--- config.mk ---
export PLATFORM = sky130hd
export DESIGN_NAME = fetch_unit_flat
export DESIGN_NICKNAME = d
export VERILOG_FILES = /design/src/rtl/fetch_unit_if.sv /design/src/rtl/fetch_unit.sv /design/src/flat_wrapper.sv
export SDC_FILE = /design/constraint.sdc
export NUM_CORES = 1
export LEC_CHECK = 0
export BUFFER_PORTS_ARGS = -buffer_cell sky130_fd_sc_hd__buf_4
export CAP_MARGIN = 20
export CELL_PAD_IN_SITES_DETAIL_PLACEMENT = 0
export CELL_PAD_IN_SITES_GLOBAL_PLACEMENT = 1
export CORE_UTILIZATION = 51
export DETAILED_ROUTE_END_ITERATION = 10
export PLACE_DENSITY = 0.9
export SETUP_SLACK_MARGIN = 0.2
export SLEW_MARGIN = 20
export SYNTH_ARGS = -nofsm -noshare
export SYNTH_HDL_FRONTEND = slang
export SYNTH_SLANG_ARGS = --single-unit
--- constraint.sdc ---
create_clock -name clk -period 7.3 [get_ports clk]
set_clock_uncertainty 0.05 [all_clocks]
set_input_delay 0.365 -clock clk [delete_from_list [all_inputs] [get_ports clk]]
set_output_delay 0.365 -clock clk [all_outputs]
set_load 0.02 [all_outputs]
--- src/rtl/fetch_unit_if.sv ---
// Bus bundle for the fetch unit: instruction-memory request/response channel
// and the decode-side instruction handshake.
interface fetch_unit_if;
   logic        imem_req_valid;
   logic        imem_req_ready;
   logic [31:0] imem_req_addr;
   logic        imem_resp_valid;
   logic [31:0] imem_resp_data;
   logic        inst_valid;
   logic        inst_ready;
   logic [31:0] inst;
   logic [31:0] inst_pc;
   logic        inst_misalign;

   modport master (
      output imem_req_valid, imem_req_addr, inst_valid, inst, inst_pc, inst_misalign,
      input  imem_req_ready, imem_resp_valid, imem_resp_data, inst_ready
   );

   modport slave (
      input  imem_req_valid, imem_req_addr, inst_valid, inst, inst_pc, inst_misalign,
      output imem_req_ready, imem_resp_valid, imem_resp_data, inst_ready
   );
endinterface

--- src/rtl/fetch_unit.sv ---
// Instruction fetch front end: credit-limited in-order requests to instruction
// memory, PC-tagged response buffering, and flush of all in-flight fetches.
module fetch_unit #(
   parameter int unsigned DEPTH = 4
) (
   input  logic         clk,
   input  logic         rst_n,
   input  logic [31:0]  pc,
   output logic         pc_en,
   input  logic         flush,
   fetch_unit_if.master bus
);

   localparam int unsigned AW = $clog2(DEPTH);
   localparam int unsigned CW = $clog2(DEPTH) + 1;

   typedef logic [AW-1:0] ptr_t;
   typedef logic [CW-1:0] cnt_t;

   cnt_t out_cnt_q, out_cnt_d;
   cnt_t drop_cnt_q, drop_cnt_d;
   cnt_t occ_q, occ_d;
   ptr_t tag_wr_q, tag_wr_d, tag_rd_q, tag_rd_d;
   ptr_t ins_wr_q, ins_wr_d, ins_rd_q, ins_rd_d;

   logic [31:0] tag_mem      [DEPTH];
   logic [31:0] ins_pc_mem   [DEPTH];
   logic [31:0] ins_word_mem [DEPTH];

   logic [CW:0] used;
   logic        fire, resp, keep, pop;

   // Credit is judged on registered counts only, so no response or decode
   // activity can reach the request/PC-enable outputs combinationally.
   always_comb begin
      used               = {1'b0, out_cnt_q} + {1'b0, occ_q};
      bus.imem_req_valid = rst_n && !flush && (used < (CW+1)'(DEPTH));
      fire               = bus.imem_req_valid && bus.imem_req_ready;
      pc_en              = rst_n && (fire || flush);
      resp               = bus.imem_resp_valid && (out_cnt_q != '0);
      keep               = resp && (drop_cnt_q == '0) && !flush;
      pop                = bus.inst_valid && bus.inst_ready && !flush;
   end

   // NOTE: every next-state signal gets its value on every path through the
   // block, which keeps this purely combinational and free of latches.
   always_comb begin
      out_cnt_d  = out_cnt_q + cnt_t'(fire) - cnt_t'(resp);
      drop_cnt_d = drop_cnt_q;
      tag_wr_d   = tag_wr_q + ptr_t'(fire);
      tag_rd_d   = tag_rd_q + ptr_t'(resp);
      occ_d      = occ_q + cnt_t'(keep) - cnt_t'(pop);
      ins_wr_d   = ins_wr_q + ptr_t'(keep);
      ins_rd_d   = ins_rd_q + ptr_t'(pop);
      if (flush) begin
         // Every request still outstanding after this cycle is stale.
         drop_cnt_d = out_cnt_q - cnt_t'(resp);
         occ_d      = '0;
         ins_wr_d   = '0;
         ins_rd_d   = '0;
      end else if (resp && (drop_cnt_q != '0)) begin
         drop_cnt_d = drop_cnt_q - cnt_t'(1);
      end
   end

   // NOTE: sequential state uses non-blocking assignments so each flop samples
   // the pre-edge value of every other flop, independent of statement order.
   always_ff @(posedge clk or negedge rst_n) begin
      if (!rst_n) begin
         out_cnt_q  <= '0;
         drop_cnt_q <= '0;
         occ_q      <= '0;
         tag_wr_q   <= '0;
         tag_rd_q   <= '0;
         ins_wr_q   <= '0;
         ins_rd_q   <= '0;
      end else begin
         out_cnt_q  <= out_cnt_d;
         drop_cnt_q <= drop_cnt_d;
         occ_q      <= occ_d;
         tag_wr_q   <= tag_wr_d;
         tag_rd_q   <= tag_rd_d;
         ins_wr_q   <= ins_wr_d;
         ins_rd_q   <= ins_rd_d;
      end
   end

   // NOTE: the storage arrays are not reset; occupancy and pointers decide what
   // is valid, and the outputs are masked to zero whenever the buffer is empty.
   always_ff @(posedge clk) begin
      if (fire) begin
         tag_mem[tag_wr_q] <= pc;
      end
      if (keep) begin
         ins_pc_mem[ins_wr_q]   <= tag_mem[tag_rd_q];
         ins_word_mem[ins_wr_q] <= bus.imem_resp_data;
      end
   end

   assign bus.imem_req_addr = {pc[31:2], 2'b00};
   assign bus.inst_valid    = (occ_q != '0);
   assign bus.inst          = bus.inst_valid ? ins_word_mem[ins_rd_q] : '0;
   assign bus.inst_pc       = bus.inst_valid ? ins_pc_mem[ins_rd_q]   : '0;
   assign bus.inst_misalign = (bus.inst_pc[1:0] != 2'b00);

endmodule

--- src/flat_wrapper.sv ---
// flat-port wrapper written by rule: the top's interface ports become plain ports
module fetch_unit_flat 
#(
   parameter int unsigned DEPTH = 4
)
  (clk, rst_n, pc, pc_en, flush, bus_imem_req_valid, bus_imem_req_addr, bus_inst_valid, bus_inst, bus_inst_pc, bus_inst_misalign, bus_imem_req_ready, bus_imem_resp_valid, bus_imem_resp_data, bus_inst_ready);
  fetch_unit_if bus_i ();
  input  logic clk;
  input  logic rst_n;
  input  logic [31:0] pc;
  output logic pc_en;
  input  logic flush;
  output wire logic [$bits(bus_i.imem_req_valid)-1:0] bus_imem_req_valid;
  output wire logic [$bits(bus_i.imem_req_addr)-1:0] bus_imem_req_addr;
  output wire logic [$bits(bus_i.inst_valid)-1:0] bus_inst_valid;
  output wire logic [$bits(bus_i.inst)-1:0] bus_inst;
  output wire logic [$bits(bus_i.inst_pc)-1:0] bus_inst_pc;
  output wire logic [$bits(bus_i.inst_misalign)-1:0] bus_inst_misalign;
  input wire logic [$bits(bus_i.imem_req_ready)-1:0] bus_imem_req_ready;
  input wire logic [$bits(bus_i.imem_resp_valid)-1:0] bus_imem_resp_valid;
  input wire logic [$bits(bus_i.imem_resp_data)-1:0] bus_imem_resp_data;
  input wire logic [$bits(bus_i.inst_ready)-1:0] bus_inst_ready;
  assign bus_imem_req_valid = bus_i.imem_req_valid;
  assign bus_imem_req_addr = bus_i.imem_req_addr;
  assign bus_inst_valid = bus_i.inst_valid;
  assign bus_inst = bus_i.inst;
  assign bus_inst_pc = bus_i.inst_pc;
  assign bus_inst_misalign = bus_i.inst_misalign;
  assign bus_i.imem_req_ready = bus_imem_req_ready;
  assign bus_i.imem_resp_valid = bus_imem_resp_valid;
  assign bus_i.imem_resp_data = bus_imem_resp_data;
  assign bus_i.inst_ready = bus_inst_ready;
  fetch_unit #(.DEPTH(DEPTH)) u_core (.clk(clk), .rst_n(rst_n), .pc(pc), .pc_en(pc_en), .flush(flush), .bus(bus_i));
endmodule
==> flow_metrics.py <==
metrics = {
    "run_status": {
        "status": "finished clean",
    },
    "flow_run": {
        "drv_cap": 0,
    },
    "grt": {
        "grt_overflow": 0,
        "grt_pass1_vias": 7647,
        "grt_pass1_wl_um": 43800,
        "antenna_found_initial": 0,
        "grt_max_degree": 66,
        "grtUsageTotal_pct": 18.8,
    },
    "synth": {
        "synth_edf_count": 384,
        "synth_cells": 705,
        "synth_common_cells": "384 x edfxtp_1, 92 x mux4_2, 65 x and2_1, 35 x buf_4, 17 x dfrtp_1",
        "synthArstFlopShare_pct": 4.24,
        "yosysMostFrequentCell": "edfxtp_1",
        "yosysSeqAreaShare_pct": 76.6,
        "yosys_warnings": 0,
        "synthesis.area_um2": 15600,
        "synth_cell_types": 33,
        "synth.area.top_cells": "edfxtp_1 74%, mux4_2 13%, dfrtp_1 2.7%",
        "synthFlopType": "edfxtp_1",
        "syn_area_per_cell_um2": 22.2,
        "synth_top_area_cell": "edfxtp_1",
        "synth_seq_cells": 401,
        "synth_top_area_share_pct": 73.8,
    },
    "clock_network": {
        "htree_levels": 2,
        "clkTransAtPathRegs_ns": 0.06,
        "insertion_delay_ns": 0.52,
        "cts_made_buffers": 40,
        "clockBufferDepth": 3,
        "cts_tree": "yes",
        "cts-root-buf": "clkbuf_16",
        "cts.sinks": 401,
    },
    "drt": {
        "routedWlPerCell_um": 21.6,
        "routed_wl_um": 28800,
        "dr.pass1.iters": 4,
        "vias": 7388,
        "drc_errors": 0,
        "first_iter_violations": 572,
        "via_per_inst": 5.53,
        "ant_nets": 0,
    },
    "layout": {
        "area_growth_pct": 20.7,
        "final_nets": 1001,
        "fin_util_pct": 63.1,
        "drive_gt1_share_pct": 36.0,
        "antenna_cells": 0,
    },
    "timing": {
        "min_period_ns": 3.46,
        "fmax_mhz": 289,
        "slew_violations": 0,
        "rsz0062_at_grt": "no",
        "tns_ns": 0,
        "hold_viol": 0,
        "setup_viol": 0,
        "period_share_pct": 47.4,
        "worstMarginPinSlew_ns": 1.09,
        "max_slew_margin_pct": 27.6,
    },
    "setup_path": {
        "crit_fanout": 44,
        "cpPeakStageDelay_ns": 0.78,
        "worstSetupPathType": "reg -> out",
        "path_depth": 4,
        "cp-start-kind": "flop",
        "crit_family": "buffers and inverters",
        "crit_path_frequent_cell": "buf_4",
        "cp_cell_sequence": "buf_4, mux4_1, and2_1, buf_4",
        "crit_slowest_cell": "buf_4",
        "crit_buf_inv": 2,
        "rr_worst_depth": 6,
        "cp.arrival_ns": 3.04,
        "required_ns": 6.88,
        "end_kind": "primary output",
    },
    "floorplan": {
        "die_x_um": 177,
        "die-area_um2": 31300,
        "initial_utilization_pct": 52.3,
        "design.core.area_um2": 29900,
        "chipHeight_um": 177,
        "fp-row-count": 63,
        "ios": 170,
    },
    "pwr": {
        "power_frac_comb_pct": 23.5,
        "p_leak_nw": 6.47,
        "p_switching_mw": 1.74,
        "pwr_density_cell_nw_per_um2": 336,
        "swShare_pct": 27.5,
        "pwr-share-clk_pct": 31.5,
        "ir_worst_vdd_mv": 0.240,
        "power_frac_seq_pct": 45.1,
        "intPower_mw": 4.58,
        "power_mw": 6.33,
    },
    "hold_path": {
        "min_path_type": "in -> reg",
        "hold_path_depth": 1,
    },
    "placement": {
        "port_buffers": 167,
        "gp_congestion": 0.720,
        "dp.final_hpwl_um": 15600,
    },
}
## state kept, by name, summed over array words and instances, names as in the netlist
name / flops
u_core.ins_rd_q: 2
u_core.out_cnt_q: 3
u_core.ins_wr_q: 2
u_core.tag_wr_q: 2
u_core.occ_q: 3
u_core.ins_pc_mem: 128
u_core.ins_word_mem: 128
u_core.tag_rd_q: 2
u_core.tag_mem: 128
u_core.drop_cnt_q: 3
## layer usage
| layer | GRT usage [%] | routed length, um | up-vias |
|---|---|---|---|
| met4 | 4.45 | 444 | 0 |
| met1 | 26.2 | 12300 | 3852 |
| li1 | - | - | 3232 |
| met5 | 0 | 0 | - |
| met2 | 31.2 | 14400 | 258 |
| met3 | 3.22 | 1680 | 46 |
## area by class of cell
cell class / instances / area (um^2)
Sequential cell: 401 / 12000
Tap cell: 390 / 488
Multi-Input combinational cell: 229 / 3180
Clock inverter: 23 / 206
Clock buffer: 50 / 1080
Inverter: 13 / 48.8
Timing Repair Buffer: 230 / 1880
Fill cell: 2023 / 11000
## power by group through the flow
stage               Sequential, mW  Clock [mW]  Combinational [mW]
floorplan                     2.83           0                1.04
global placement              2.89           0                1.44
detailed placement            2.90           0                1.48
CTS                           2.85        2.03                1.51
global route                  2.86        2.12                1.61
finish                        2.85        1.99                1.49
## cells in the final DEF (no fill, tap or decap), types with 3 or more instances in the layout
master | Yosys | routed
and2_1 | 65 | 65
buf_4 | 35 | 176
bufinv_16 | 0 | 3
clkbuf_1 | 10 | 8
clkbuf_16 | 0 | 42
clkinv_1 | 0 | 7
clkinv_2 | 0 | 8
dfrtp_1 | 17 | 13
dlygate4sd3_1 | 0 | 53
edfxtp_1 | 384 | 384
ha_1 | 14 | 14
inv_1 | 13 | 12
mux4_1 | 4 | 4
mux4_2 | 92 | 92
nand2_1 | 3 | 3
nand3_1 | 3 | 3
nor2_1 | 10 | 7
nor2_4 | 0 | 3
nor2b_1 | 4 | 4
nor3b_2 | 0 | 3
xnor2_1 | 5 | 5
xor2_1 | 4 | 4
## final timing paths
check,end,start,slack (ns)
max,bus_inst_pc[31],u_core.ins_rd_q[0],3.84
min,u_core.tag_mem[1][10],pc[10],0.02
max reg2reg,u_core.ins_word_mem[2][28],u_core.drop_cnt_q[0],4.14
min reg2reg,u_core.drop_cnt_q[1],u_core.drop_cnt_q[1],0.48
max in group asynchronous,u_core.ins_rd_q[1],rst_n,6.76
min in group asynchronous,u_core.tag_wr_q[1],rst_n,0.21
## stage by stage
step,setup WS (ns),cell area [um^2],hold WS [ns],std cells
final,3.84,18800,0.0176,1336
after global routing,3.57,18800,0.000299,1336
after CTS,3.72,18800,0.0000259,1333
after detailed placement,4.12,17000,0.204,1209
after global placement,4.25,17000,0.203,1209
after floorplan,0.695,15600,0.0194,706
## worst reg2reg max path: stages (launching register included)
cell and delay (ns):
dfrtp_1 0.38, inv_1 0.11, ha_1 0.18, nor3b_1 0.56, nand3_1 0.22, nor2_4 0.53
buf_4 0.71
## logic make-up after synthesis
| group | count (synthesis) | synth area share [%] |
|---|---|---|
| AOI/OAI and AO/OA | 8 | 0.392 |
| xor gates and xnor gates | 9 | 0.505 |
| adders and majority gates | 16 | 1.38 |
| buffers and inverters | 76 | 3.43 |
| DFF | 401 | 76.6 |
| muxes | 96 | 13.9 |
| other | 1 | 0.0240 |
| and+or+nand+nor | 98 | 3.78 |
## what timing repair did
action,4_1_cts,5_1_grt
endpoints found under the hold margin,214,4
buffers inserted,0,0
resized for setup,0,0
hold buffers,51,2
(Power assumes the default switching activity.)
